`src/rtl/serial_add_ctrl.sv`:
```
`default_nettype none
// ============================================================================
// Module      : full_adder
// Description : Single-bit full adder cell shared by the serial sequencer.
// Revision    : 1.0 - initial release
// ============================================================================
module full_adder (
    input  logic a,
    input  logic b,
    input  logic ci,
    output logic s,
    output logic co
);

    // Sum and carry of three input bits
    always_comb begin
        s  = a ^ b ^ ci;
        co = (a & b) | (a & ci) | (b & ci);
    end

endmodule

// ============================================================================
// Module      : serial_add_ctrl
// Description : Bit-serial add/subtract sequencer. One full_adder is reused
//               over WIDTH cycles, LSB first, with a start/busy/done
//               handshake, held result, carry-out and signed overflow.
// Revision    : 1.0 - initial release
// ============================================================================
module serial_add_ctrl #(
    parameter int WIDTH = 8
) (
    input  logic             clk,
    input  logic             reset,
    input  logic             start,
    input  logic             sub,
    input  logic [WIDTH-1:0] a,
    input  logic [WIDTH-1:0] b,
    input  logic             c_in,
    output logic             busy,
    output logic             done,
    output logic [WIDTH-1:0] sum,
    output logic             c_out,
    output logic             overflow
);

    // A 1-bit counter is still needed when WIDTH==1 ($clog2(1)==0)
    localparam int             CNT_W  = (WIDTH > 1) ? $clog2(WIDTH) : 1;
    localparam logic [CNT_W-1:0] C_LAST = CNT_W'(WIDTH - 1);

    typedef enum logic [1:0] {
        S_IDLE = 2'd0,
        S_RUN  = 2'd1,
        S_DONE = 2'd2
    } state_t;

    state_t             r_state;
    state_t             w_state_next;
    logic [WIDTH-1:0]   r_a_sr;
    logic [WIDTH-1:0]   r_b_sr;
    logic               r_carry;
    logic [CNT_W-1:0]   r_cnt;
    logic [WIDTH-1:0]   r_sum;
    logic               r_c_out;
    logic               r_overflow;
    logic [WIDTH-1:0]   w_sum_next;
    logic               w_fa_s;
    logic               w_fa_co;
    logic               w_accept;
    logic               w_last;

    full_adder u_fa (
        .a  (r_a_sr[0]),
        .b  (r_b_sr[0]),
        .ci (r_carry),
        .s  (w_fa_s),
        .co (w_fa_co)
    );

    // A new operation may only start from IDLE or the single DONE cycle
    assign w_accept = start && ((r_state == S_IDLE) || (r_state == S_DONE));
    assign w_last   = (r_cnt == C_LAST);

    // New sum bit enters at the MSB so that after WIDTH shifts bit 0 is the LSB
    generate
        if (WIDTH == 1) begin : g_sum_one
            assign w_sum_next = w_fa_s;
        end else begin : g_sum_wide
            assign w_sum_next = {w_fa_s, r_sum[WIDTH-1:1]};
        end
    endgenerate

    // State register
    always_ff @(posedge clk or posedge reset) begin
        if (reset) begin
            r_state <= S_IDLE;
        end else begin
            r_state <= w_state_next;
        end
    end

    // Next-state logic
    always_comb begin
        w_state_next = r_state;
        case (r_state)
            S_IDLE:  if (start) w_state_next = S_RUN;
            S_RUN:   if (w_last) w_state_next = S_DONE;
            S_DONE:  w_state_next = start ? S_RUN : S_IDLE;
            default: w_state_next = S_IDLE;
        endcase
    end

    // Operand load on accept, then one bit per cycle through the shared adder
    always_ff @(posedge clk or posedge reset) begin
        if (reset) begin
            r_a_sr     <= '0;
            r_b_sr     <= '0;
            r_carry    <= 1'b0;
            r_cnt      <= '0;
            r_sum      <= '0;
            r_c_out    <= 1'b0;
            r_overflow <= 1'b0;
        end else if (w_accept) begin
            r_a_sr  <= a;
            r_b_sr  <= sub ? ~b : b;
            r_carry <= sub ? 1'b1 : c_in;
            r_cnt   <= '0;
            r_sum   <= '0;
        end else if (r_state == S_RUN) begin
            r_sum   <= w_sum_next;
            r_a_sr  <= r_a_sr >> 1;
            r_b_sr  <= r_b_sr >> 1;
            r_carry <= w_fa_co;
            r_cnt   <= r_cnt + CNT_W'(1);
            if (w_last) begin
                // Overflow: carry into the MSB differs from carry out of it
                r_c_out    <= w_fa_co;
                r_overflow <= w_fa_co ^ r_carry;
            end
        end
    end

    assign busy     = (r_state == S_RUN);
    assign done     = (r_state == S_DONE);
    assign sum      = r_sum;
    assign c_out    = r_c_out;
    assign overflow = r_overflow;

endmodule
`default_nettype wire

```
`config.mk`:
```
export PLATFORM = sky130hd
export DESIGN_NAME = serial_add_ctrl
export DESIGN_NICKNAME = d
export VERILOG_FILES = /design/src/rtl/serial_add_ctrl.sv
export SDC_FILE = /design/constraint.sdc
export NUM_CORES = 1
export LEC_CHECK = 0
export BUFFER_PORTS_ARGS = -buffer_cell sky130_fd_sc_hd__buf_2
export CAP_MARGIN = 5
export CORE_MARGIN = 5
export CORE_UTILIZATION = 53
export DETAILED_ROUTE_END_ITERATION = 16
export GPL_TIMING_DRIVEN = 0
export HOLD_SLACK_MARGIN = 0.15
export PLACE_DENSITY = 0.84
export SLEW_MARGIN = 40
export SYNTH_ARGS = -nofsm -noshare
export SYNTH_HDL_FRONTEND = slang
export SYNTH_HIERARCHICAL = 1
export SYNTH_SLANG_ARGS = --single-unit
```
`constraint.sdc`:
```
create_clock -name clk -period 1.5 [get_ports clk]
set_clock_uncertainty 0.05 [all_clocks]
set_input_delay 0.45 -clock clk [delete_from_list [all_inputs] [get_ports clk]]
set_output_delay 0.45 -clock clk [all_outputs]
set_load 0.005 [all_outputs]
```
==> results.ini, run 1 <==
[final_layout]
area_growth_syn_to_layout_pct=19.1
final_cell_mix=32 x dfrtp_1, 31 x buf_2, 19 x a22o_1
nets=179
final_cell_area_um2=1770
finish.utilization=0.648
stdcell_count=187
n_fill_cell=226
final_common_cell=dfrtp_1
drive_above_1_share=0.378
diodes=0

[critical_path]
worstPathMaxFanout=3
crit_path_end_kind=output port
cp-start-kind=flop
critical_path_class=reg -> out
cp.required_ns=1.00
critPathArrivalTime_ns=1.09
reg2reg_slack_ns=0.04
reg2reg_depth=6

[drt]
wl_per_cell_um=14.4
via_per_inst=5.30
drc=0
drt_wl_total_um=2700
drt_iter0_markers=40
ant_nets=0
dr.pass1.iters=3
vias=991

[pwr]
ir_worst_vdd_uv=1250
powerDensity_nw_per_um2=2070
p_leak_nw=0.955

[sta]
finalHoldViolCount=0
worst_slack_ns=-0.0855
tightest_slew_ns=0.635
holdWs_ns=0.144
setup_viol=2
finalCritPeriodShare=1.06
rsz0062_at_grt=true
period_minus_slack_ns=1.59
maxSlewHeadroom=0.576
maxSlewViolCount=0
fmax_ghz=0.631

[cts]
clkTransAtPathRegs_ns=0.10
clockBufferDepth=2
clockRootBuffer=clkbuf_4
cts_tree=done
numCtsBuffers=5
clock-sinks=32
hold_buffers=0
htree_levels=2
clock_latency_ns=0.33

[floorplan]
die_h_um=63.0
coreArea_um2=2730
die_x_um=63.0
rows=19
die_area_um2=3960
num_io_pins=33
start_util=0.544

[place]
gp_congestion=0.762
place_area_um2=1680
dp_hpwl_um=1950
place_inst=176
portBuffers=31

[yosys]
synthCells=114
ys.warnings.count=6
syn-num-nets=138
yosys.area.top_type_share=0.539
synth_top_family_by_area=compound AO/OA/AOI/OAI gates
synth-compound-area-share=0.199
yosys.area_share.simple=0.0497
synthAdderAreaFrac=0.0303
yosysUniqueCellTypes=24
ys_seq_area_frac=0.539
synthMuxAreaShare=0.0623
syn_area_um2=1490
yosysTopAreaCell=dfrtp_1
synth_area_leaders=dfrtp_1 54%, a22o_1 11%, mux2i_1 4.7%, xor2_1 4.7%, a21o_1 4.0%
avgSynthCellArea_um2=13.0
synthXorXnorAreaFrac=0.0530
ys_ff_latch=32

[global_route]
grt_usage=0.153
grt_pass1_vias=1025
antenna_found_initial=0
gr-total-overflow=0
grt_pass1_wl_um=4820
grt_max_degree=33

[flow_run]
maxCapViolCount=0

[status]
status=finished with violations
violations=negative setup slack

[hold_path]
hp-class=in -> async

## critical path, cell delays in order (launching register included)
cell and delay (ns):
dfrtp_1 0.40, nor2b_4 0.14, buf_6 0.11, buf_6 0.10
## cell families after synthesis
group,after synthesis
xor+xnor,9
fa+ha+maj,3
flops,32
mux,9
compound gates,38
simple gates,12
buf+inv,11
## metal layers
layer | vias to the layer above | wire (um) | GRT usage
met3 | 5 | 161 | 0.0558
met5 | - | 0 | 0
met1 | 478 | 1210 | 0.198
met2 | 24 | 1310 | 0.235
met4 | 0 | 23 | 0.0557
li1 | 484 | - | -
## final cells by class
cell class              count  area, um^2  share of cell area
flip-flops and latches     32         801               0.452
multi-input cells          71         587               0.331
repair buffers             35         195               0.110
plain buffers               8        80.1              0.0452
clock buffers               6        51.3              0.0290
well taps                  31        38.8              0.0219
clock inverters             2        10.0             0.00565
inverters                   2        7.51             0.00424
## flip-flops by register name (all words and copies together) (netlist names)
signal    cells
r_a_sr        8
overflow      1
r_b_sr        8
r_carry       1
c_out         1
sum           8
r_cnt         3
r_state       2
## Yosys cell counts
master and count:
fa_1 1, inv_1 2, buf_4 2, a221o_1 1, xor2_1 8, mux2i_1 7, nand2_1 7, buf_8 1
buf_6 5, dfrtp_1 32, ha_1 2, a21o_1 8, nor2_4 1, and2_4 1, mux2_2 2, a21oi_2 2
a22o_1 19, nor2b_4 1, o21ai_1 7, buf_2 1, o21a_1 1, and2b_1 1, xnor2_1 1, nor2b_1 1
## what timing repair did
item,CTS,global route
resized for setup,2,0
endpoints found under the setup margin,2,9
buffers inserted,3,1
## power breakdown
group,switching (mW),total (mW),internal [mW]
Clock,0.283,0.506,0.223
Combinational,0.748,1.69,0.946
Sequential,0.231,1.46,1.23
Total,1.26,3.66,2.40
## path summary, 6_finish.rpt
| kind | start | end |
|---|---|---|
| setup reg to reg | r_state[0]$_DFFE_PP0P_ | r_a_sr[6]$_DFFE_PP0P_ |
| setup / recovery | r_state[0]$_DFFE_PP0P_ | busy |
| hold / removal | reset | r_a_sr[3]$_DFFE_PP0P_ |
| max in group asynchronous | reset | r_cnt[1]$_DFFE_PP0P_ |
| hold reg to reg | r_a_sr[5]$_DFFE_PP0P_ | r_a_sr[5]$_DFFE_PP0P_ |
| min in group clk | a[7] | r_a_sr[7]$_DFFE_PP0P_ |
## stage by stage
step / power [mW] / worst slack [ns] / TNS, ns
after floorplan: 2.68 / 0.157 / 0
after global placement: 3.01 / -0.0553 / -1.77
after detailed placement: 3.10 / -0.0310 / -0.0310
after CTS: 3.68 / -0.107 / -0.143
after global routing: 3.96 / -0.149 / -0.329
final: 3.66 / -0.0855 / -0.0995
No activity file was read; power rests on OpenSTA's default activity.
==> run 2: changes to the inputs <==
--- a/config.mk
+++ b/config.mk
@@ -7,13 +7,12 @@
 export LEC_CHECK = 0
 export BUFFER_PORTS_ARGS = -buffer_cell sky130_fd_sc_hd__buf_2
 export CAP_MARGIN = 5
-export CORE_MARGIN = 5
+export CORE_MARGIN = 2
 export CORE_UTILIZATION = 53
 export DETAILED_ROUTE_END_ITERATION = 16
 export GPL_TIMING_DRIVEN = 0
 export HOLD_SLACK_MARGIN = 0.15
 export PLACE_DENSITY = 0.84
-export SLEW_MARGIN = 40
 export SYNTH_ARGS = -nofsm -noshare
 export SYNTH_HDL_FRONTEND = slang
 export SYNTH_HIERARCHICAL = 1
==> run 2 against run 1 <==
  * The run still ends with negative setup slack left
  * Clock-buffer cell count is the same
  * Final area grew 2.5%
  * Die area shrank 18%
==> results.ini, run 2 (same netlist as run 1, synthesis figures left out) <==
[critical_path]
r2r-start=r_state[0]$_DFFE_PP0P_
critical_path_class=reg -> out
reg2reg_to=r_a_sr[3]$_DFFE_PP0P_
cp-start-kind=flop
worstPathMaxFanout=3
reg2reg_depth=6
reg2reg_slack_ns=0.04
critPathArrivalTime_ns=1.09
crit_path_end_kind=output port
cp.required_ns=1.00

[hold_path]
hp-start=a[7]
whs_endpoint=r_a_sr[7]$_DFFE_PP0P_
hp-class=in -> reg
hold_depth=2

[drt]
dr.pass1.iters=4
ant_nets=0
wl_per_cell_um=14.8
drt_wl_total_um=2800
drt_iter0_markers=21
via_per_inst=5.47
vias=1034
drc=0

[sta]
maxSlewHeadroom=0.555
maxSlewViolCount=0
finalCritPeriodShare=1.06
tightest_slew_ns=0.664
setup_viol=2
rsz0062_at_grt=true
period_minus_slack_ns=1.59
fmax_ghz=0.629
worst_slack_ns=-0.0888
fin_tns_setup_ns=-0.126
finalHoldViolCount=0

[final_layout]
drive_above_1_share=0.380
final_cell_mix=32 x dfrtp_1, 31 x buf_2, 19 x a22o_1
diodes=0
finish.utilization=0.670
nets=181
area_growth_syn_to_layout_pct=22.1
final_common_cell=dfrtp_1

[floorplan]
coreArea_um2=2710
die_area_um2=3240
rows=19
num_io_pins=33
start_util=0.548
die_h_um=57.0
die_x_um=57.0

[global_route]
grt_max_degree=33
grt_pass1_vias=1096
grt_usage=0.200
antenna_found_initial=0
grt_pass1_wl_um=4910
gr-total-overflow=0

[place]
gp_congestion=0.752
portBuffers=31
dp_hpwl_um=1900

[pwr]
finalPower_mw=3.73
p_leak_nw=0.968
ir_worst_vdd_uv=1360
powerDensity_nw_per_um2=2060

[cts]
clock_latency_ns=0.34
clockRootBuffer=clkbuf_4
clkTransAtPathRegs_ns=0.10
clock-sinks=32
cts_tree=done
numCtsBuffers=5
clockBufferDepth=2
htree_levels=2

[status]
status=finished with violations
violations=negative setup slack

[flow_run]
maxCapViolCount=0

## run 2: changes by cell type in the layout (fill, tap and decap cells not counted)
| cell | change |
|---|---|
| mux2i_1 | -1 |
| buf_16 | +1 |
| buf_6 | -1 |
| dlygate4sd3_1 | +1 |
| inv_2 | -1 |
| clkinv_1 | +1 |
| buf_8 | +1 |
| mux2i_2 | +1 |
## run 2: worst max path at each step
stage | cells past startpoint | slack [ns] | to | startpoint
finish | 3 | -0.09 | busy | r_state[0]$_DFFE_PP0P_
global route | 3 | -0.15 | busy | r_state[0]$_DFFE_PP0P_
CTS | 3 | -0.11 | busy | r_state[0]$_DFFE_PP0P_
detailed placement | 2 | -0.13 | r_state[1]$_DFFE_PP0P_ | reset
global placement | 2 | -0.06 | r_state[0]$_DFFE_PP0P_ | reset
floorplan | 3 | 0.16 | busy | r_state[1]$_DFFE_PP0P_
## run 2: routing by layer
metal / up-vias / GRT usage / wire length (um)
met5: - / 0 / 0
met4: 0 / 0.0698 / 38
met3: 6 / 0.0612 / 162
met2: 28 / 0.340 / 1390
met1: 508 / 0.242 / 1210
li1: 492 / - / -
## run 2: cell type report
type	instances	area, um^2
sequential	32	801
multi-input combinational	71	591
tap	31	38.8
inverter	2	7.51
fill	210	895
clock inverter	2	10.0
timing repair buffer	37	233
clock buffer	6	51.3
buffer	8	83.8
## run 2: stage by stage
step           worst slack, ns  std cells  hold slack, ns  instance area, um^2
2_1_floorplan            0.157        114           0.400                 1490
3_3_place_gp           -0.0645        176           0.409                 1680
3_5_place_dp            -0.126        176           0.416                 1680
4_1_cts                 -0.112        186           0.286                 1760
5_1_grt                 -0.151        189           0.290                 1820
6_report               -0.0888        189           0.292                 1820
## run 2: critical path, stage by stage (launching register included)
cell	delay, ns
dfrtp_1	0.40
nor2b_4	0.14
buf_6	0.11
buf_6	0.10
## run 2: report_power, final
group          switching [mW]  internal [mW]  leakage, nW
Clock                   0.297          0.223       0.0380
Combinational           0.761          0.976        0.525
Sequential              0.242           1.23        0.405
Total                    1.30           2.43        0.968
## run 2: repair_timing
action / 4_1_cts / 5_1_grt
endpoints found under the setup margin: 2 / 9
endpoints found under the hold margin: 0 / 15
buffers inserted: 3 / 1
hold buffers: 0 / 1
pin swaps: 0 / 1
gates resized for setup: 2 / 2
